**config.mk**
```make
export PLATFORM = sky130hd
export DESIGN_NAME = tdm_demux
export DESIGN_NICKNAME = d
export VERILOG_FILES = /design/src/rtl/tdm_demux.sv
export SDC_FILE = /design/constraint.sdc
export NUM_CORES = 1
export LEC_CHECK = 0
export ABC_AREA = 0
export BUFFER_PORTS_ARGS = -buffer_cell sky130_fd_sc_hd__buf_2
export CORE_AREA = 5 5 42 44
export CTS_CLUSTER_SIZE = 20
export DETAILED_ROUTE_END_ITERATION = 7
export DIE_AREA = 0 0 47 49
export PLACE_DENSITY = 0.59
export RECOVER_POWER = 25
export SETUP_SLACK_MARGIN = 0.05
export SLEW_MARGIN = 15
export SYNTH_ARGS = -nofsm -noshare
export SYNTH_HDL_FRONTEND = slang
export SYNTH_SLANG_ARGS = --single-unit
```
**constraint.sdc**
```tcl
create_clock -name clk -period 2.94 [get_ports clk]
set_input_delay 0.588 -clock clk [delete_from_list [all_inputs] [get_ports clk]]
set_output_delay 0.588 -clock clk [all_outputs]
set_load 0.05 [all_outputs]
```
**src/rtl/tdm_demux.sv**
```systemverilog
`default_nettype none
// +--------------------------------------------------------------------------+
// | Module   : tdm_demux                                                     |
// | Function : 4-channel TDM demultiplexer with frame flag and sync realign. |
// |            Optional slip detector: define TDM_DEMUX_SYNC_CHECK_EN.       |
// | Revision : 1.0                                                           |
// +--------------------------------------------------------------------------+
module tdm_demux #(
  parameter int WIDTH = 2
) (
  input  logic             clk,
  input  logic             rst,
  input  logic             en,
  input  logic [WIDTH-1:0] in,
  input  logic             sync,
  output logic [WIDTH-1:0] out0,
  output logic [WIDTH-1:0] out1,
  output logic [WIDTH-1:0] out2,
  output logic [WIDTH-1:0] out3,
  output logic [1:0]       slot,
  output logic             frame_valid,
  output logic             sync_err
);

  typedef enum logic [1:0] {
    S0 = 2'd0,
    S1 = 2'd1,
    S2 = 2'd2,
    S3 = 2'd3
  } slot_t;

  slot_t            r_state;
  slot_t            w_state_nxt;
  slot_t            w_eff;
  logic [WIDTH-1:0] r_out0;
  logic [WIDTH-1:0] r_out1;
  logic [WIDTH-1:0] r_out2;
  logic [WIDTH-1:0] r_out3;
  logic             r_frame_valid;

  // sync pins the slot being captured to S0 regardless of the counter.
  always_comb begin
    w_eff       = sync ? S0 : r_state;
    w_state_nxt = r_state;
    if (en) begin
      case (w_eff)
        S0:      w_state_nxt = S1;
        S1:      w_state_nxt = S2;
        S2:      w_state_nxt = S3;
        default: w_state_nxt = S0;
      endcase
    end
  end

  always_ff @(posedge clk) begin
    if (!rst) begin
      r_state       <= S0;
      r_out0        <= '0;
      r_out1        <= '0;
      r_out2        <= '0;
      r_out3        <= '0;
      r_frame_valid <= 1'b0;
    end else begin
      r_state       <= w_state_nxt;
      r_frame_valid <= en && (w_eff == S3);
      if (en) begin
        case (w_eff)
          S0:      r_out0 <= in;
          S1:      r_out1 <= in;
          S2:      r_out2 <= in;
          default: r_out3 <= in;
        endcase
      end
    end
  end

`ifdef TDM_DEMUX_SYNC_CHECK_EN
  logic r_sync_err;

  // Sticky: a sync arriving anywhere but slot 0 means the upstream frame slipped.
  always_ff @(posedge clk) begin
    if (!rst) begin
      r_sync_err <= 1'b0;
    end else if (en && sync && (r_state != S0)) begin
      r_sync_err <= 1'b1;
    end
  end

  assign sync_err = r_sync_err;
`else
  assign sync_err = 1'b0;
`endif

  assign out0        = r_out0;
  assign out1        = r_out1;
  assign out2        = r_out2;
  assign out3        = r_out3;
  assign slot        = r_state;
  assign frame_valid = r_frame_valid;

endmodule
`default_nettype wire

```
== Word-level counts from Yosys, hierarchy flattened ==
Cells that the tools add are included.
Widths: inputs -> output; s select.

* Bitwise operators: 1
* Equality and inequality tests: 3
* Reductions and logical operators: 7
* Mux-type cells: 2

{| class="wikitable"
|+ Operators by type and width
! cell !! count
|-
| $reduce_and 2->1 || 4
|-
| $pmux 2 s3 || 1
|-
| $eq 2x2->1 const B || 2
|-
| $reduce_or 3->1 || 1
|-
| $eq 2x1->1 const B || 1
|-
| $logic_not 2->1 || 1
|-
| $mux 2 || 1
|-
| $logic_and 1x1->1 || 1
|-
| $not 1->1 || 1
|}

* Output and inout bits: 12
* Register bits: 11
* Logic and storage cells: 19
* Bits of input ports: 6

== Logic depth before layout (Yosys ltp) ==
Gate-level depths: netlist (run 1).

* Word-level depth: 5
* Mapped depth: 4

== Worst setup path before layout (run 1) ==
Ideal clock, no wire load.

* Kind: register -> register
* Start point: register r_state[0] (netlist: slot[0])
* End point: register r_out0[0] (netlist: out0[0])
* Setup slack: 1.521 ns
* Arrival: 1.349 ns
* Cell stages (with the launch flop): 5
* Library setup time: 0.070 ns
* Required time: 2.870 ns
* Period minus slack after synthesis: 1.419 ns
* Path through: dfxtp_1 nand2b_1 ha_1 a21bo_1 a21oi_1

* Longest elaborated chain between the ends: 3

{| class="wikitable"
|+ Ends and longest elaborated chain
! item !! line !! source
|-
| from (decl) || 32 || <nowiki>slot_t r_state;</nowiki>
|-
| from (signal assigned) || 64 || <nowiki>r_state <= w_state_nxt;</nowiki>
|-
| $mux 2 || 43 || <nowiki>w_eff = sync ? S0 : r_state;</nowiki>
|-
| $logic_not 2->1 || 67 || <nowiki>case (w_eff)</nowiki>
|-
| $reduce_and 2->1 (no source line) || n/a ||
|-
| to (signal assigned) || 68 || <nowiki>S0: r_out0 <= in;</nowiki>
|-
| to (decl) || 35 || <nowiki>logic [WIDTH-1:0] r_out0;</nowiki>
|}

No other way between the ends.
A chain may end at the register's enable or synchronous reset.

== Worst setup path in the final report (run 1) ==
* Start point: register r_state[0] (netlist: slot[0])
* End point: output slot[0]

{| class="wikitable"
|+ RTL lines
! item !! line !! source
|-
| to (decl) || 20 || <nowiki>output logic [1:0] slot,</nowiki>
|}

No word-level cell between the ends.

==> results.tsv, run 1 <==
metric	value	unit
status	complete, no violations	
pin count of the biggest net entering global routing	11	
initial antenna violation count	0	
WL final	995	um
GRT Total Usage	9.605	%
crit share post-route	53.69	%
TNS Setup	0	ns
dpl hpwl	698.9	um
clk_lat worst skew	0.27	ns
first-pass GRT wire length	1573	um
number of I/O port buffers	16	
max-capacitance violation count	0	
RSZ-0062 raised after global routing	no	
Peak VDD IR	0.2182	mV
post-layout min period	1.579	ns
Cell Area, Synth	489.2	sq um
R2R cell count	4	
clk slew on worst S/H paths	0.07	ns
syn_area_per_cell	10.19	sq um
most common cell after layout, fill and taps aside	buf_2	
total chip power	0.3086	mW
Area Growth Syn to Fin	19.44	%
CORE AREA	1401	sq um
syn_nets	55	
drt pass-1 iters	4	
Syn Inst Count	48	
chip height	49	um
# Post-CTS Setup Buffers	0	
top cells by area, synth	dfxtp_1 45%, mux2i_1 14%, and4bb_4 6.6%	
CP bufs+invs	1	
Yosys cell types	18	
CTS tree	done	
leading area contributor after synthesis	dfxtp_1	
cts hold-fix bufs	0	
via count	382	
wire per inst	12.28	um
reg2reg start	slot[0]	
top-area cell type share of the netlist area	45.01	%
nets	73	
worst r2r dst	out0[1]	
Seq/Total Area, Yosys	45.01	%
CP Max Fanout	7	
layout cells sized above 1	32.31	%
I/O Pins	18	
Clock Skew	0.006122	ns
WS Path Type	reg -> out	
Starting Density	34.91	%
DRC viols	0	
critical path's top delay family	flip-flops	
width of the die	47	um
endpoints failing hold	0	
CP Launch Type	flip-flop	
die area	2303	sq um
clock sink count	11	
initial DRC count	2	
Crit. Startpoint	slot[0]	
hold path endpoint	out1[1]	
CTS Root Cell	clkbuf_4	
CP endpoint kind	output pin	
CP max-delay cell	dfxtp_1	
fmax	633.5	MHz
Inserted Clock Buffers	3	
H-tree depth	1	
Reg2Reg Setup Slack	1.78	ns
Worst EP required	2.35	ns
crit path cell chain	buf_2	
Yosys warnings	0	
peak per-stage delay on the critical path	0.42	ns
worst hold start	out1[1]	
CP arrival	0.99	ns
Yosys reg bits	11	
FP Rows	14	
most frequent cells in the layout	15 x buf_2, 11 x dfxtp_1, 8 x nand2_1	
ant diodes	0	
post-route ant nets	0	
type of the most critical hold path	reg -> reg	
P_leak	0.2774	nW
hold path cells	2	
GRT overflow	0	
vias in the first global route	352	
RD Place Congestion	0.7481	
pwr dens	528.1	nW/um^2
Finish-stage setup viols	0	
max-slew violations	0	
clk buf depth	2	
Via density	4.716	
post-CTS resize count	0	
cells by family (layout without fill, tap and decap cells):
| kind of cell | Yosys count | after routing | synth area share, % |
|---|---|---|---|
| multiplexers | 7 | 7 | 14.32 |
| adder cells (fa/ha/maj) | 1 | 1 | 2.557 |
| AND/OR/NAND/NOR | 20 | 20 | 25.57 |
| buffers and inverters | 4 | 21 | 5.625 |
| AO/OA/AOI/OAI | 4 | 4 | 6.138 |
| flip-flops | 11 | 11 | 45.01 |
| other | 1 | 1 | 0.7665 |
cells in the mapped netlist:
cell       n
a21bo_1    2
a21oi_1    2
and3b_1    1
and4bb_4   2
buf_2      1
buf_4      1
buf_6      1
conb_1     1
dfxtp_1   11
ha_1       1
inv_2      1
mux2i_1    7
nand2_1    8
nand2b_1   2
nand3_1    2
nand4b_2   1
nor2_1     3
nor3_1     1
state kept, by name (all words and copies together) (netlist names):
name,count
slot,2
out1,2
frame_valid,1
out2,2
out3,2
out0,2
metrics by stage:
stage               setup WS (ns)  hold slack (ns)  utilization (%)  std cells  cell area, sq um
global placement            1.458           0.4479            40.36         77             565.5
floorplan                   1.521           0.6698                -         48             489.2
global route                1.288           0.4793            41.70         81             584.3
detailed placement          1.443           0.4446            40.36         77             565.5
CTS                         1.333           0.4610            42.23         81             591.8
finish                      1.361           0.4584            41.70         81             584.3
final cells by class:
cell class / instances / area [sq um]
tap: 16 / 20.02
fill: 142 / 817.0
multi-input combinational: 33 / 235.2
clock buffer: 4 / 26.28
timing repair buffer: 16 / 78.83
inverter: 1 / 3.754
sequential: 11 / 220.2
per-layer routing:
layer | vias to the layer above | track usage [%] | part of all wire (%)
met2 | 14 | 12.67 | 45
met5 | - | 0 | 0
met1 | 171 | 11.97 | 45
li1 | 195 | - | -
met3 | 2 | 6.273 | 9.2
met4 | 0 | 4.147 | 0.90
worst max path at each step:
stage / slack (ns) / cells after the start / to
detailed placement: 1.44 / 5 / out0[1]
finish: 1.36 / 1 / slot[0]
floorplan: 1.52 / 4 / out0[0]
global route: 1.29 / 1 / slot[0]
CTS: 1.33 / 1 / slot[1]
global placement: 1.46 / 5 / out0[1]
power breakdown:
group / switching (mW) / leakage, nW / internal (mW)
clock: 0.0533 / 0.0150 / 0.0526
sequential: 0.00360 / 0.0894 / 0.153
combinational: 0.0319 / 0.173 / 0.0138
worst min-delay path: stages, from the launching register on:
cell and delay, ns:
dfxtp_1 0.31, nand2_1 0.05, mux2i_1 0.05
Power figures use the tool's default switching activity.
==> run 2: changes to the inputs <==
--- a/config.mk
+++ b/config.mk
@@ -11,7 +11,7 @@
 export CTS_CLUSTER_SIZE = 20
 export DETAILED_ROUTE_END_ITERATION = 7
 export DIE_AREA = 0 0 47 49
-export PLACE_DENSITY = 0.59
+export PLACE_DENSITY = 0.62
 export RECOVER_POWER = 25
 export SETUP_SLACK_MARGIN = 0.05
 export SLEW_MARGIN = 15
==> constraint.sdc (replaced) <==
create_clock -name clk -period 1.4 [get_ports clk]
set_input_delay 0.28 -clock clk [delete_from_list [all_inputs] [get_ports clk]]
set_output_delay 0.28 -clock clk [all_outputs]
set_load 0.05 [all_outputs]
==> run 2 against run 1 <==
Largest power group unchanged. Clock skew is 0.0055 ns lower. Sequential power is 110% higher. Utilization is 0.27 points higher. Worst hold slack worse by 0.16 ns. Combinational power is 110% higher. Non-clock buffer count stayed put.
==> results.tsv, run 2 (synthesized netlist as in run 1, its figures left out) <==
metric	value	unit	change
initial antenna violation count	0		unchanged
initial DRC count	10		+8
Area Growth Syn to Fin	20.20	%	
ant diodes	0		unchanged
most frequent cells in the layout	16 x buf_2, 9 x dfxtp_1, 8 x nand2_1		
R2R cell count	4		unchanged
Finish-stage setup viols	0		unchanged
Clock power frac	32.9	%	-1.4 points
endpoints failing hold	0		unchanged
CP Max Fanout	7		unchanged
H-tree depth	1		unchanged
hold path endpoint	out0[0]		
reg2reg start	slot[0]		
clk_lat worst skew	0.26	ns	about the same
number of I/O port buffers	16		unchanged
TNS Setup	0	ns	unchanged
Logic pwr share	15.1	%	+0.3 points
Pint	0.4625	mW	+110%
width of the die	47	um	unchanged
most common cell after layout, fill and taps aside	buf_2		
WS Path Type	reg -> out		
Clock Skew	0.0006385	ns	-0.005484 ns
P_leak	0.2808	nW	+1.2%
cell count after placement	77		unchanged
chip height	49	um	unchanged
fillers	152		+7.0%
nets	73		unchanged
type of the most critical hold path	in -> reg		
pwr dens	1079	nW/um^2	+100%
pin count of the biggest net entering global routing	11		unchanged
layout cells sized above 1	36.92	%	+4.6 points
WL final	904	um	-9.1%
dpl hpwl	712.7	um	+2.0%
CP arrival	0.92	ns	-0.07 ns
clk buf depth	2		unchanged
crit path cell chain	buf_2		
CORE AREA	1401	sq um	unchanged
post-route ant nets	0		unchanged
Min Hold Slack	0.2949	ns	-0.1635 ns
total chip power	0.6346	mW	+110%
hold path cells	3		+1
Psw	0.1721	mW	+94%
crit share post-route	85.80	%	
Reg2Reg Setup Slack	0.32	ns	-1.46 ns
RSZ-0062 raised after global routing	no		
CP bufs+invs	1		unchanged
RD Place Congestion	0.7943		+6.2%
switch share	27.12	%	-1.7 points
cts hold-fix bufs	0		unchanged
CTS Root Cell	clkbuf_4		
status	complete, no violations		
filler-free cell count of the finished design	81		unchanged
drt pass-1 iters	3		-1
clock sink count	11		unchanged
CP max-delay cell	dfxtp_2		
CP Launch Type	flip-flop		
max-capacitance violation count	0		unchanged
peak per-stage delay on the critical path	0.38	ns	-0.04 ns
fmax	832.5	MHz	
worst hold start	in[0]		
GRT Total Usage	8.982	%	-0.62 points
vias in the first global route	367		+4.3%
Register Area	222.7	sq um	+1.1%
I/O Pins	18		unchanged
CTS tree	done		
Inserted Clock Buffers	3		unchanged
max-slew violations	0		unchanged
sequential power share	52.0	%	+1.2 points
Worst EP required	1.12	ns	-1.23 ns
via count	372		-2.6%
clk slew on worst S/H paths	0.07	ns	about the same
CP endpoint kind	output pin		
post-CTS resize count	0		unchanged
# Post-CTS Setup Buffers	0		unchanged
Via density	4.593		-2.6%
first-pass GRT wire length	1518	um	-3.5%
wire per inst	11.16	um	-9.1%
die area	2303	sq um	unchanged
critical path's top delay family	flip-flops		
DRC viols	0		unchanged
Multi-input gate area	235.2	sq um	unchanged
GRT overflow	0		unchanged
worst r2r dst	out0[0]		
Peak VDD IR	0.4483	mV	+110%
FP Rows	14		unchanged
Starting Density	34.91	%	unchanged
post-layout min period	1.201	ns	
## run 2: power groups by stage
| stage | combinational, mW | clock (mW) | sequential, mW |
|---|---|---|---|
| after global placement | 0.0963 | 0 | 0.338 |
| after global routing | 0.102 | 0.233 | 0.332 |
| final | 0.0958 | 0.209 | 0.330 |
| after floorplan | 0.0469 | 0 | 0.369 |
| after detailed placement | 0.0969 | 0 | 0.338 |
| after CTS | 0.0972 | 0.216 | 0.331 |
## run 2: per-layer routing
metal  part of all wire (%)  track usage (%)  vias up
li1                       -                -      194
met1                     47            12.03      161
met2                     44            12.44       13
met3                    6.5            2.214        4
met4                    2.3            5.530        0
met5                      0                0        -
## run 2: worst register-to-register path, delay by kind of cell, from the launching register on
family,cells,cell delay [ns]
and+or+nand+nor,1,0.07
AOI/OAI and AO/OA,2,0.33
adders and majority gates,1,0.24
DFF,1,0.38
## run 2: how the worst max path moves through the flow
| stage | start | endpoint | depth (start not counted) |
|---|---|---|---|
| after detailed placement | sync | out0[0] | 5 |
| after CTS | slot[0] | slot[0] | 1 |
| after floorplan | slot[0] | out0[0] | 4 |
| final | slot[0] | slot[0] | 1 |
| after global placement | sync | out0[0] | 5 |
| after global routing | slot[0] | slot[0] | 1 |
## run 2: area by class of cell
type | count | share of cell area, %
clock buffer | 4 | 4.468
inverter | 1 | 0.6383
multi-input combinational | 33 | 40.00
sequential | 11 | 37.87
tap | 16 | 3.404
timing repair buffer | 16 | 13.62
## run 2: through the flow
stage	util [%]	instance area [sq um]	worst slack, ns
2_1_floorplan	-	491.7	0.1901
3_5_place_dp	40.54	568.0	0.2039
5_1_grt	41.96	588.1	0.1644
4_1_cts	42.41	594.3	0.1775
3_3_place_gp	40.54	568.0	0.2339
6_report	41.96	588.1	0.1988
==> run 3: changes to the inputs <==
==> constraint.sdc (replaced) <==
create_clock -name clk -period 1.4 [get_ports clk]
set_input_delay 0.28 -clock clk [delete_from_list [all_inputs] [get_ports clk]]
set_output_delay 0.28 -clock clk [all_outputs]
set_load 0.01 [all_outputs]
==> run 3 against run 2 <==
Clock power up 3%. Clock skew up 0.0065 ns. Critical path depth is 3 higher. First-iteration DRC count fell by 90%. Highest routed layer unchanged.
==> results.tsv, run 3 (synthesized netlist as in run 1, its figures left out) <==
metric	value	unit	change
P_leak	0.2802	nW	-0.24%
Finish-stage setup viols	0		unchanged
clk_lat worst skew	0.27	ns	about the same
DRC viols	0		unchanged
final setup margin	0.2398	ns	+0.04097 ns
pre-CTS WS	0.1957	ns	-0.008107 ns
initial antenna violation count	0		unchanged
endpoints failing hold	0		unchanged
fmax	861.9	MHz	+3.5%
max-slew violations	0		unchanged
TNS Setup	0	ns	unchanged
post-CTS resize count	0		unchanged
clk slew on worst S/H paths	0.07	ns	about the same
die area	2303	sq um	unchanged
crit share post-route	82.87	%	-2.9 points
chip height	49	um	unchanged
GRT overflow	0		unchanged
drt pass-1 iters	2		-1
CTS tree	done		
wire per inst	11.42	um	+2.3%
pin count of the biggest net entering global routing	11		unchanged
max-capacitance violation count	0		unchanged
CP Max Fanout	7		unchanged
status	complete, no violations		
number of I/O port buffers	16		unchanged
CP Launch Type	flip-flop		
placed cell area	565.5	sq um	-0.44%
CP endpoint kind	flip-flop		
RD Place Congestion	0.6563		-17%
I/O Pins	18		unchanged
layout cells sized above 1	33.85	%	-3.1 points
most common cell after layout, fill and taps aside	buf_2		
Area Growth Syn to Fin	19.69	%	
dpl hpwl	720.8	um	+1.1%
ant diodes	0		unchanged
Worst EP required	1.59	ns	+0.47 ns
# Post-CTS Setup Buffers	0		unchanged
pwr dens	1038	nW/um^2	-3.8%
CTS Root Cell	clkbuf_4		
clk buf depth	2		unchanged
via count	372		unchanged
nets	73		unchanged
Via density	4.593		unchanged
CORE AREA	1401	sq um	unchanged
Inserted Clock Buffers	3		unchanged
crit path cell chain	nand2b_1, ha_1, a21bo_1, a21oi_1		
first-pass GRT wire length	1580	um	+4.1%
initial DRC count	1		-9
fillers	153		+0.66%
CP max-delay cell	dfxtp_1		
filler-free cell count of the finished design	81		unchanged
cell count after placement	77		unchanged
clock sink count	11		unchanged
WL final	925	um	+2.3%
cts hold-fix bufs	0		unchanged
Peak VDD IR	0.5265	mV	+17%
Design Area, Final	585.6	sq um	-0.43%
RSZ-0062 raised after global routing	no		
post-layout min period	1.160	ns	-0.04097 ns
H-tree depth	1		unchanged
FP Rows	14		unchanged
vias in the first global route	377		+2.7%
CP arrival	1.35	ns	+0.43 ns
post-route ant nets	0		unchanged
GRT Total Usage	9.399	%	+0.42 points
WS Path Type	reg -> reg		
width of the die	47	um	unchanged
most frequent cells in the layout	16 x buf_2, 11 x dfxtp_1, 8 x nand2_1		
peak per-stage delay on the critical path	0.42	ns	+0.04 ns
Starting Density	34.91	%	unchanged
Clock Skew	0.007168	ns	+0.006529 ns
type of the most critical hold path	in -> reg		
==> run 3: cell type report <==
class	count	area (sq um)	share of cell area, %
Multi-Input combinational cell	33	235.2	40.17
Sequential cell	11	220.2	37.61
Timing Repair Buffer	16	80.08	13.68
Clock buffer	4	26.28	4.487
Tap cell	16	20.02	3.419
Inverter	1	3.754	0.6410
==> run 3: path summary, 6_finish.rpt <==
check	slack (ns)	start	cells after the start	to
worst min register to register	0.46	out1[1]	2	out1[1]
worst max-delay path	0.24	slot[0]	4	out0[0]
worst max register to register	0.24	slot[0]	4	out0[0]
worst min-delay path	0.30	in[0]	3	out0[0]
==> run 3: where the power goes <==
part | internal, mW | switching [mW]
combinational | 0.0294 | 0.0338
clock | 0.110 | 0.105
sequential | 0.322 | 0.00747
==> run 3: metrics by stage <==
stage | hold WS, ns | utilization, % | power [mW]
final | 0.3014 | 41.79 | 0.6080
after global routing | 0.3036 | 41.79 | 0.6334
after CTS | 0.2963 | 42.23 | 0.6185
after detailed placement | 0.4469 | 40.36 | 0.4019
after global placement | 0.4469 | 40.36 | 0.4008
after floorplan | 0.4252 | - | 0.3830
==> run 3: critical path: cells and delay by family (launching register included) <==
family                   cells  cell delay, ns
flip-flops                   1            0.42
AND/OR/NAND/NOR              1            0.08
AO/OA/AOI/OAI                2            0.34
adder cells (fa/ha/maj)      1            0.24
==> run 3: metal layers <==
| metal | vias up | share of wire (%) | track usage, % | wire length (um) |
|---|---|---|---|---|
| li1 | 194 | - | - | - |
| met4 | 0 | 1.4 | 6.912 | 13 |
| met1 | 168 | 40 | 10.00 | 367 |
| met3 | 2 | 6.9 | 2.583 | 64 |
| met2 | 8 | 52 | 14.93 | 479 |
| met5 | - | 0 | 0 | 0 |
